<file path="src/rtl/key_duty_ctrl_pkg.sv">
// ============================================================================
// key_duty_ctrl_pkg : debounce state encodings and PWM period defaults
// Rev 1.0 - initial release
// ============================================================================
`default_nettype none

package key_duty_ctrl_pkg;
  // Shared with the PWM LED driver so both stages agree on the period
  localparam int c_pwm_cnt_w  = 17;
  localparam int c_pwm_period = 90_000;

  localparam logic [1:0] c_st_idle    = 2'd0;
  localparam logic [1:0] c_st_press_f = 2'd1;
  localparam logic [1:0] c_st_pressed = 2'd2;
  localparam logic [1:0] c_st_rel_f   = 2'd3;
endpackage

`default_nettype wire

</file>
<file path="src/rtl/key_duty_ctrl_debounce.sv">
// ============================================================================
// key_debounce : 2-FF synchroniser plus press/release filter for one key
// Rev 1.0 - initial release
// ============================================================================
`default_nettype none

module key_debounce
  import key_duty_ctrl_pkg::*;
#(
  parameter int DEB_CNT = 1_000_000
) (
  input  logic clk,
  input  logic rst_n,
  input  logic key_n,
  output logic press
);

  localparam int                 c_cnt_w    = $clog2(DEB_CNT + 1);
  localparam logic [c_cnt_w-1:0] c_cnt_last = c_cnt_w'(DEB_CNT - 1);
  localparam logic [c_cnt_w-1:0] c_cnt_one  = c_cnt_w'(1);

  logic               r_sync1;
  logic               r_sync2;
  logic [1:0]         r_state;
  logic [1:0]         w_state_nxt;
  logic [c_cnt_w-1:0] r_cnt;
  logic [c_cnt_w-1:0] w_cnt_nxt;

  // Preset to released so a key held through reset is filtered afresh
  always_ff @(posedge clk or negedge rst_n) begin
    if (!rst_n) begin
      r_sync1 <= 1'b1;
      r_sync2 <= 1'b1;
    end else begin
      r_sync1 <= key_n;
      r_sync2 <= r_sync1;
    end
  end

  always_ff @(posedge clk or negedge rst_n) begin
    if (!rst_n) begin
      r_state <= c_st_idle;
      r_cnt   <= '0;
    end else begin
      r_state <= w_state_nxt;
      r_cnt   <= w_cnt_nxt;
    end
  end

  always_comb begin
    w_state_nxt = r_state;
    w_cnt_nxt   = r_cnt;
    case (r_state)
      c_st_idle: begin
        if (!r_sync2) begin
          w_state_nxt = c_st_press_f;
          w_cnt_nxt   = '0;
        end
      end
      c_st_press_f: begin
        if (r_sync2) begin
          w_state_nxt = c_st_idle;
          w_cnt_nxt   = '0;
        end else if (r_cnt == c_cnt_last) begin
          w_state_nxt = c_st_pressed;
          w_cnt_nxt   = '0;
        end else begin
          w_cnt_nxt = r_cnt + c_cnt_one;
        end
      end
      c_st_pressed: begin
        if (r_sync2) begin
          w_state_nxt = c_st_rel_f;
          w_cnt_nxt   = '0;
        end
      end
      default: begin
        if (!r_sync2) begin
          w_state_nxt = c_st_pressed;
          w_cnt_nxt   = '0;
        end else if (r_cnt == c_cnt_last) begin
          w_state_nxt = c_st_idle;
          w_cnt_nxt   = '0;
        end else begin
          w_cnt_nxt = r_cnt + c_cnt_one;
        end
      end
    endcase
  end

  // Single-cycle pulse on the accepting PRESS_F -> PRESSED transition
  always_comb begin
    press = 1'b0;
    if ((r_state == c_st_press_f) && !r_sync2 && (r_cnt == c_cnt_last))
      press = 1'b1;
  end

endmodule

`default_nettype wire

</file>
<file path="src/rtl/key_duty_ctrl.sv">
// ============================================================================
// key_duty_ctrl : debounced up/down keys step a saturating PWM duty value
// Rev 1.0 - initial release
// ============================================================================
`default_nettype none

module key_duty_ctrl
  import key_duty_ctrl_pkg::*;
#(
  parameter int CNT_W     = c_pwm_cnt_w,
  parameter int PERIOD    = c_pwm_period,
  parameter int STEP      = 10_000,
  parameter int DUTY_INIT = 50_000,
  parameter int DEB_CNT   = 1_000_000
) (
  input  logic             clk,
  input  logic             rst_n,
  input  logic             key_up_n,
  input  logic             key_dn_n,
  output logic [CNT_W-1:0] duty,
  output logic             duty_vld,
  output logic             at_max,
  output logic             at_min
);

  generate
    if ((PERIOD >= 2**CNT_W) || (STEP < 1) || (STEP > PERIOD) ||
        (DUTY_INIT < 0) || (DUTY_INIT > PERIOD) || (DEB_CNT < 2)) begin : g_param_check
      $error("key_duty_ctrl: illegal parameter combination");
    end
  endgenerate

  localparam logic [CNT_W:0]   c_period_x  = (CNT_W+1)'(PERIOD);
  localparam logic [CNT_W:0]   c_step_x    = (CNT_W+1)'(STEP);
  localparam logic [CNT_W-1:0] c_period    = CNT_W'(PERIOD);
  localparam logic [CNT_W-1:0] c_step      = CNT_W'(STEP);
  localparam logic [CNT_W-1:0] c_duty_init = CNT_W'(DUTY_INIT);

  logic             w_up_press;
  logic             w_dn_press;
  logic [CNT_W:0]   w_sum;
  logic [CNT_W-1:0] w_duty_nxt;

  key_debounce #(.DEB_CNT(DEB_CNT)) u_deb_up (
    .clk   (clk),
    .rst_n (rst_n),
    .key_n (key_up_n),
    .press (w_up_press)
  );

  key_debounce #(.DEB_CNT(DEB_CNT)) u_deb_dn (
    .clk   (clk),
    .rst_n (rst_n),
    .key_n (key_dn_n),
    .press (w_dn_press)
  );

  // One extra bit on the sum so a step near the top cannot wrap past zero
  assign w_sum = {1'b0, duty} + c_step_x;

  always_comb begin
    w_duty_nxt = duty;
    if (w_up_press && !w_dn_press) begin
      w_duty_nxt = (w_sum > c_period_x) ? c_period : w_sum[CNT_W-1:0];
    end else if (w_dn_press && !w_up_press) begin
      w_duty_nxt = (duty >= c_step) ? (duty - c_step) : '0;
    end
  end

  always_ff @(posedge clk or negedge rst_n) begin
    if (!rst_n) begin
      duty     <= c_duty_init;
      duty_vld <= 1'b0;
      at_max   <= (c_duty_init == c_period);
      at_min   <= (c_duty_init == '0);
    end else begin
      duty     <= w_duty_nxt;
      duty_vld <= (w_duty_nxt != duty);
      at_max   <= (w_duty_nxt == c_period);
      at_min   <= (w_duty_nxt == '0);
    end
  end

endmodule

`default_nettype wire

</file>
<file path="config.mk">
export PLATFORM = sky130hd
export DESIGN_NAME = key_duty_ctrl
export DESIGN_NICKNAME = d
export VERILOG_FILES = /design/src/rtl/key_duty_ctrl_pkg.sv /design/src/rtl/key_duty_ctrl_debounce.sv /design/src/rtl/key_duty_ctrl.sv
export SDC_FILE = /design/constraint.sdc
export NUM_CORES = 1
export LEC_CHECK = 0
export CAP_MARGIN = 25
export CORE_MARGIN = 4
export CORE_UTILIZATION = 50
export CTS_CLUSTER_SIZE = 12
export DETAILED_ROUTE_END_ITERATION = 16
export PLACE_DENSITY_LB_ADDON = 0.08
export SLEW_MARGIN = 20
export SYNTH_ARGS = -nofsm -noshare
export SYNTH_HDL_FRONTEND = slang
export SYNTH_SLANG_ARGS = --single-unit
</file>
<file path="constraint.sdc">
create_clock -name clk -period 3.3 [get_ports clk]
set_input_delay 0.99 -clock clk [delete_from_list [all_inputs] [get_ports clk]]
set_output_delay 0.99 -clock clk [all_outputs]
set_load 0.02 [all_outputs]
</file>
# [Word-level counts from Yosys, hierarchy flattened]
# Cells that the tools add are included.
[totals] register_bits=68 inputBits=4 out_inout_bits=20 elab_cells=83
[classes] add_sub_neg=4 order_cmp=2 eq_ne=16 muxes=32 reduce_logical=17
[ops] op="$mux W20" n=10
[ops] op="$pmux W20 S3" n=2
[ops] op="$mux W17" n=4
[ops] op="$add A20 B1 Y20 const B" n=2
[ops] op="$eq A20 B20 Y1 const B" n=2
[ops] op="$mux W2" n=12
[ops] op="$add A17 B14 Y18 const B" n=1
[ops] op="$gt A18 B17 Y1 const B" n=1
[ops] op="$eq A17 B17 Y1 const B" n=1
[ops] op="$ge A17 B14 Y1 const B" n=1
[ops] op="$logic_not A17 Y1" n=1
[ops] op="$ne A17 B17 Y1" n=1
[ops] op="$sub A17 B14 Y17 const B" n=1
[ops] op="$pmux W2 S3" n=2
[ops] op="$ne A4 B4 Y1 const B" n=2
[ops] op="$reduce_and A4 Y1" n=2
[ops] op="$logic_and A1 B1 Y1" n=6
[ops] op="$ne A3 B1 Y1 const B" n=2
[ops] op="$eq A2 B1 Y1 const B" n=2
[ops] op="$eq A2 B2 Y1 const B" n=2
[ops] op="$logic_not A1 Y1" n=4
[ops] op="$logic_not A2 Y1" n=2
[ops] op="$ne A2 B1 Y1 const B" n=2
[ops] op="$ne A2 B2 Y1 const B" n=2
[ops] op="2 further kinds" n=4

# [Longest topological paths before layout]
# Gate-level depths: netlist (run 1).
[depth] ltp_word=9 ltp_mapped=15 depth_no_buf=12

# [Modules after synthesis]
# From an unflattened synthesis (run 1), not the netlist that was laid out.
[hier_totals] hier_cells=621 area_unflattened_um2=5166.2
[modules_own_cells] mod="key_debounce" instances=2 cells_each=146 area_each_um2=1366.3
[modules_own_cells] mod="key_duty_ctrl" instances=1 cells_each=329 area_each_um2=2433.6

# [Least setup slack after synthesis (run 1)]
# No wires, ideal clock.
[synth_timing] path_type="flip-flop to flip-flop" startpoint="reg duty[4]" endpoint="reg duty_vld" setup_ns=0.139 arrival_time_ns=3.476 slack_ns=-0.314 path_stages_with_launch=15 n_path_buf=3 synth_period_minus_slack_ns=3.614 cell_sequence="dfstp_2 ha_1 clkbuf_2 and3_1 clkbuf_2 mux2i_1 a311oi_1 nand3_1 o31a_1 buf_6 o21ai_2 mux2_4 a2111oi_4 o2111ai_1 or4_1"
[synth_via] elab_chain_len=5 elab_cells_between_ends=9 classes_between="add/sub (2); order compare (2); eq/ne (1); mux (4)"
[synth_lines] element="start, declared" line="key_duty_ctrl.sv:20" rtl="output logic [CNT_W-1:0] duty,"
[synth_lines] element="start signal, assigned" line="key_duty_ctrl.sv:72" rtl="duty <= c_duty_init;"
[synth_lines] element="start signal, assigned" line="key_duty_ctrl.sv:77" rtl="duty <= w_duty_nxt;"
[synth_lines] element="$add A17 B14 Y18, or another cell as far along" line="key_duty_ctrl.sv:59" rtl="assign w_sum = {1'b0, duty} + c_step_x;"
[synth_lines] element="$gt A18 B17 Y1 / $mux W17 (equally long branches)" line="key_duty_ctrl.sv:64, key_duty_ctrl.sv:66"
[synth_lines] element="$mux W17 (on tied branches)" line="key_duty_ctrl.sv:64, key_duty_ctrl.sv:65"
[synth_lines] element="$mux W17" line="key_duty_ctrl.sv:63" rtl="if (w_up_press && !w_dn_press) begin"
[synth_lines] element="$ne A17 B17 Y1 *" line="key_duty_ctrl.sv:78" rtl="duty_vld <= (w_duty_nxt != duty);"
[synth_lines] element="end signal, assigned" line="key_duty_ctrl.sv:78"
[synth_lines] element="end, declared" line="key_duty_ctrl.sv:21" rtl="output logic duty_vld,"
# Every way passes the cells marked *; elsewhere a longest branch is shown, timed or not.
# A chain may end at the register's enable or synchronous reset.

# [Final worst setup path (run 1)]
[layout_timing] startpoint="reg duty[10]" endpoint="reg duty_vld"
# The elaborated chain is that of the path after synthesis.

==> impl_results.md, run 1 <==
* # port buffers at 23
* Final ANT Viol Nets at 0
* Most frequent cells in the layout: 133 x buf_4, 65 x nor2_1, 56 x dfrtp_1, 49 x nand2_1, 43 x o21ai_0
* Total track usage at 0.272
* Vias at 5040
* Slew margin rel. at 0.489
* Worst path slowest cell: or4_1
* Syn avg cell area at 8.65 um2
* Worst-case hold path end point: u_deb_up.r_sync2
* Routed WL per cell at 17.5 um
* Outcome: complete, but fails checks
* Max Buffers Root-to-Sink at 2
* Commonest non-fill, non-tap cell in the layout: buf_4
* Critical-path cell list: or3_4 -> o311a_4 -> xnor2_2 -> nand2_2 -> nor4b_4 -> buf_4 -> o211ai_1 -> a21boi_2 -> o2bb2a_2 -> or4_1
* Die W at 108 um
* Vias in the first global route at between 4000 and 5000
* Critical path capture point type: flip-flop
* Setup ws final at -0.0608 ns
* Post-synth EDFFs at 0
* First-pass GRT wire length at ~25000 um
* Vias per inst at between 5 and 6
* Register area share after synthesis at 0.343
* Slowest stage delay, CP at 0.50 ns
* Hold crit path type: flip-flop to flip-flop
* Cell area after synthesis at between 0.005 and 0.006 mm2
* DP HPWL at 11500 um
* Initial core utilization at 0.512
* Kind of cell adding the most delay to the critical path: simple AND/OR/NAND/NOR gates
* Max Freq at 0.298 GHz
* HP Start: u_deb_up.r_sync1
* # rows at 36
* Fin util at 0.670
* PwrDens at ~330 mW/mm2
* Worst skew pair latency at 0.35 ns
* Initial antenna violation count at 0
* DR iter-0 viols at 320
* TritonCTS clock tree: built
* WHS Path Cells at 0
* Number of synthesis warnings at 0
* GRT overflow at 0
* CTS root buf: clkbuf_8
* Leakage at approximately 0.0028 uW
* Peak VDD IR at 0.000368 V
* Share of Yosys cell area claimed by the top area cell type at 0.290
* Crit-path max FO at 5
* Drt first pass iters at 5
* Final #Nets at roughly 740
* Area of the die at roughly 0.012 mm2
* Synth-to-Final Area Change at 30.9%
* Top Ports at 24
* Worst Tran Pin Value at 0.747 ns
* Period Utilization, post-route at 1.02
* TritonCTS Buffers at 9
* Clock skew at 0.0126 ns
* Worst-path clk slew at 0.08 ns
* Asr flop ratio synth at 1.00
* Tot Pwr at roughly 2200 uW
* Final wirelength at approximately 15000 um
* Residual DRC at 0
* Setup TNS at -0.0608 ns
* Critical Setup Path Class: flip-flop to flip-flop
* Layout cells sized above 1 at 0.296
* Largest net degree at the start of global routing at 45
* Max-cap viol count at 0
* Violated checks: setup timing
* CTS sink cnt at 68
* R2R Setup Slk at -0.06 ns
* Final hold vios at 0
* Worst r2r path cells at 10
* Worst path bufs/invs at 1
* RSZ-0062 raised after global routing: true
* RR Endpoint: duty_vld
* Area of the core at 0.00977 mm2
* Antenna Cells at 0
* Worst path arrival time at 3.59 ns
* Worst EP required at approximately 3.5 ns
* # setup viols final at 1
* Startpoint types: flip-flop
* H-Tree Depth at 3
* R2r startpoint: duty[10]
* Die height at 108 um
* Syn Inst Count at 578
* Flip-flop and latch count after synthesis at 68
* Synth top area cells: dfrtp_1 29%, dfstp_2 5.3%, nor2_1 5.0%, o21ai_0 4.3%, nand2_1 3.7%
* Area leader, netlist: dfrtp_1
* Fin. max-slew vios at 0
* Min Tclk post-route at 3.36 ns
* Final GP Congestion at roughly 1.0
* Distinct cells, synth at 89
* Primary FF master, synth: dfrtp_1
* Post-Syn Nets at 596
* WP depth at 10
-- metal layers --
metal	vias to the layer above	track usage	routed length, um
met2	201	0.442	7100
met4	0	0.141	731
met5	-	0	0
met3	49	0.0460	1050
li1	2408	-	-
met1	2382	0.350	6080
-- area by class of cell --
class | instances | area [um2]
fillers | 851 | 3230
multi-input cells | 455 | 3060
clock buffers | 9 | 124
clock inverters | 6 | 88.8
flip-flops and latches | 68 | 1720
inverters | 23 | 86.3
repair buffers | 161 | 1300
well taps | 133 | 166
-- logic make-up (layout without fill, tap and decap cells) --
logic type,Yosys count,after routing,share of synthesized area
flops,68,68,0.343
fa+ha+maj,14,14,0.0350
xor+xnor,30,30,0.0540
mux,8,8,0.0178
compound gates,155,155,0.214
simple gates,248,248,0.269
buf+inv,55,199,0.0680
-- state kept, by name, summed over array words and instances (netlist names), named ones only --
signal,flops
u_deb_up.r_cnt,20
u_deb_dn.r_sync2,1
u_deb_dn.r_cnt,20
at_min,1
u_deb_dn.r_sync1,1
duty_vld,1
u_deb_dn.r_state,1
at_max,1
u_deb_up.r_state,1
duty,17
u_deb_up.r_sync1,1
u_deb_up.r_sync2,1
-- synth_stat cells, types with 4 or more instances --
master / n
a2111oi_0: 4
inv_1: 23
and4_1: 8
clkbuf_8: 6
ha_1: 14
nand2_1: 49
nor2_1: 67
o31ai_1: 4
nand3_1: 25
o22ai_1: 6
and2_1: 5
xnor2_1: 10
or3_1: 5
dfrtp_1: 58
a21oi_1: 35
buf_4: 5
mux2i_1: 4
xor2_1: 19
buf_6: 6
o211ai_1: 11
clkbuf_1: 9
a31oi_1: 7
nand4_1: 14
nor4_1: 9
nor3_1: 16
o21ai_0: 43
and3_1: 9
dfstp_2: 10
nand2b_1: 6
-- per-stage QoR --
step	instance area [um2]	hold slack (ns)	worst slack, ns	cells
3_5_place_dp	6160	0.347	-0.301	833
2_1_floorplan	5020	0.345	-0.174	578
3_3_place_gp	6160	0.346	-0.300	833
6_report	6550	0.357	-0.0608	855
5_1_grt	6550	0.366	-0.214	855
4_1_cts	6480	0.358	-0.0358	853
-- power breakdown --
group	internal [uW]	switching [uW]
Clock	422	333
Sequential	878	31.7
Combinational	189	317
Total	1490	683
-- repair_timing --
item | 4_1_cts | 5_1_grt
pin swaps | 13 | 4
setup endpoints to repair | 7 | 4
setup buffers | 5 | 2
hold buffers | 0 | 0
resized for setup | 19 | 13
-- worst max path at each step --
stage               end     start  slack (ns)
4_1_cts        duty_vld   duty[4]       -0.04
6_report       duty_vld  duty[10]       -0.06
2_1_floorplan  duty_vld   duty[4]       -0.17
3_5_place_dp   duty_vld   duty[4]       -0.30
3_3_place_gp   duty_vld   duty[4]       -0.30
5_1_grt        duty_vld   duty[4]       -0.21
Note: power is estimated with default switching activity, not from simulation.
==> run 2: changes to the inputs <==
==> constraint.sdc (replaced) <==
create_clock -name clk -period 4.22 [get_ports clk]
set_input_delay 1.266 -clock clk [delete_from_list [all_inputs] [get_ports clk]]
set_output_delay 1.266 -clock clk [all_outputs]
set_load 0.02 [all_outputs]
==> run 2 against run 1 <==
  * The flow now finishes without violations
  * Fmax is 16% lower
  * Register-to-register slack better by 0.30 ns
  * Clock-buffer cell count is 1 higher
  * Critical endpoint unchanged
  * Critical path depth is 1 higher
  * Highest routed layer unchanged
  * Routed wire length is 6.5% lower
  * Non-clock buffer count is 119 lower
  * Hold slack better by 0.00080 ns
==> impl_results.md, run 2 (same netlist as run 1, synthesis figures left out) <==
* Outcome: finished, final reports clean
* Busiest grt layer: met2
* M3 GR Usage at 0.0525 (+0.00657)
* Post-CTS sizing at 0 (-19)
* Routed WL per cell at 19.0 um (+8.5%)
* Worst-path clk slew at 0.07 ns (about the same)
* Gate power share at 0.195 (-0.038)
* Synth-to-Final Area Change at 10.6%
* Setup TNS at 0 ns (+0.0608 ns)
* GRT overflow at 0 (unchanged)
* Worst skew pair latency at 0.34 ns (about the same)
* RSZ-0062 raised after global routing: false
* Area of the core at 0.00977 mm2 (unchanged)
* # rows at 36 (unchanged)
* Period Utilization, post-route at 0.943 (-0.0750)
* Total track usage at 0.249 (-0.0235)
* Max-cap viol count at 0 (unchanged)
* Worst Tran Pin Value at 0.980 ns (+0.233 ns)
* Max Freq at 0.251 GHz (-16%)
* First-pass GRT wire length at 22800 um (-7.6%)
* GR Util met1 at 0.330 (-0.0198)
* Reg power frac at 0.421 (+0.002)
* Worst path bufs/invs at 0 (-1)
* Critical Setup Path Class: flip-flop to flip-flop
* Commonest non-fill, non-tap cell in the layout: nor2_1
* Residual DRC at 0 (unchanged)
* Met2 Use GR at 0.375 (-0.0666)
* Top Registers: u_deb_dn.r_cnt (20), u_deb_up.r_cnt (20), duty (17)
* Crit-path max FO at 13 (+8)
* Clk pwr share at 0.384 (+0.036)
* Antenna Cells at 0 (unchanged)
* Hold crit path type: flip-flop to flip-flop
* Top Ports at 24 (unchanged)
* WHS at 0.358 ns (+0.000799 ns)
* Kind of cell adding the most delay to the critical path: compound AO/OA/AOI/OAI gates
* Net switching power at 518 uW (-24%)
* Most frequent cells in the layout: 67 x nor2_1, 58 x dfrtp_1, 49 x nand2_1, 43 x o21ai_0, 35 x a21oi_1
* Die W at 108 um (unchanged)
* Vias in the first global route at 4458 (-8.3%)
* Critical path capture point type: flip-flop
* Layout cells sized above 1 at 0.129 (-0.167)
* Final #Nets at 617 (-16%)
* Critical-path cell list: ha_1 -> nand3_2 -> a31o_2 -> a22o_1 -> a311oi_2 -> o31a_1 -> o21ai_2 -> mux2_4 -> a2111oi_4 -> o2111ai_1 -> or4_1
* PwrDens at 311 mW/mm2 (-6.3%)
* TritonCTS clock tree: built
* Peak VDD IR at 0.000305 V (-17%)
* Final hold vios at 0 (unchanged)
* Max Buffers Root-to-Sink at 2 (unchanged)
* Int Pwr at 1200 uW (-19%)
* Clock skew at 0.0119 ns (-0.000673 ns)
* Min Tclk post-route at 3.98 ns (+0.620 ns)
* DP HPWL at 10100 um (-12%)
* Fin. max-slew vios at 0 (unchanged)
* Die height at 108 um (unchanged)
* Initial core utilization at 0.512 (unchanged)
* Final ANT Viol Nets at 0 (unchanged)
* Slowest stage delay, CP at 0.67 ns (+0.17 ns)
* Worst path arrival time at 4.19 ns (+0.60 ns)
* Leakage at 0.00220 uW (-22%)
* Startpoint types: flip-flop
* Final wirelength at 14000 um (-6.5%)
* Initial antenna violation count at 0 (unchanged)
* # port buffers at 23 (unchanged)
* H-Tree Depth at 3 (unchanged)
* Worst path slowest cell: dfstp_2
* Largest net degree at the start of global routing at 47 (+4.4%)
* CTS Hold Buffers Added at 0 (unchanged)
* Sw frac at 0.301 (-0.0128)
* Post-CTS setup buffers at 0 (-5)
* Final GP Congestion at 1.03 (+0.58%)
* DR iter-0 viols at 392 (+23%)
* Tot Pwr at 1720 uW (-21%)
* TritonCTS Buffers at 9 (unchanged)
* Drt first pass iters at 6 (+1)
* Vias at 4677 (-7.2%)
* Slew margin rel. at 0.347 (-0.142)
* Area of the die at 0.0117 mm2 (unchanged)
* # setup viols final at 0 (-1)
* Vias per inst at 6.35 (+7.7%)
* Worst EP required at 4.43 ns (+0.90 ns)
* CTS root buf: clkbuf_8
* CTS sink cnt at 68 (unchanged)
run 2: stage by stage:
step | instances | cell area (um2) | utilization | worst slack, ns
after global placement | 720 | 5280 | 0.540 | 0.413
final | 737 | 5530 | 0.566 | 0.239
after floorplan | 578 | 5000 | - | 0.606
after CTS | 736 | 5520 | 0.565 | 0.307
after detailed placement | 720 | 5280 | 0.540 | 0.325
after global routing | 737 | 5530 | 0.566 | 0.129
run 2: metal layers:
layer,up-vias,share of wire,wire [um]
met2,252,0.45,6290
met3,70,0.083,1170
met4,0,0.059,825
met1,2180,0.41,5700
li1,2175,-,-
met5,-,0,0
run 2: area by class of cell:
type	instances	area [um2]
clock buffers	10	138
inverters	23	86.3
flip-flops and latches	68	1710
multi-input cells	455	2950
repair buffers	42	368
clock inverters	6	111
fillers	918	4240
well taps	133	166
run 2: power by group through the flow:
stage | Sequential [uW] | Combinational (uW) | Clock [uW]
2_1_floorplan | 726 | 245 | 0
6_report | 724 | 334 | 661
4_1_cts | 723 | 326 | 681
3_3_place_gp | 731 | 310 | 0
3_5_place_dp | 734 | 322 | 0
5_1_grt | 729 | 388 | 710
run 2: final timing paths:
kind,endpoint,cells after the start,slack [ns],start
hold / removal,u_deb_up.r_sync2,0,0.36,u_deb_up.r_sync1
setup reg to reg,duty_vld,11,0.24,duty[4]
min in group asynchronous,at_min,2,0.91,rst_n
setup / recovery,duty_vld,11,0.24,duty[4]
hold reg to reg,u_deb_up.r_sync2,0,0.36,u_deb_up.r_sync1
max in group asynchronous,u_deb_dn.r_cnt[18],2,2.78,rst_n
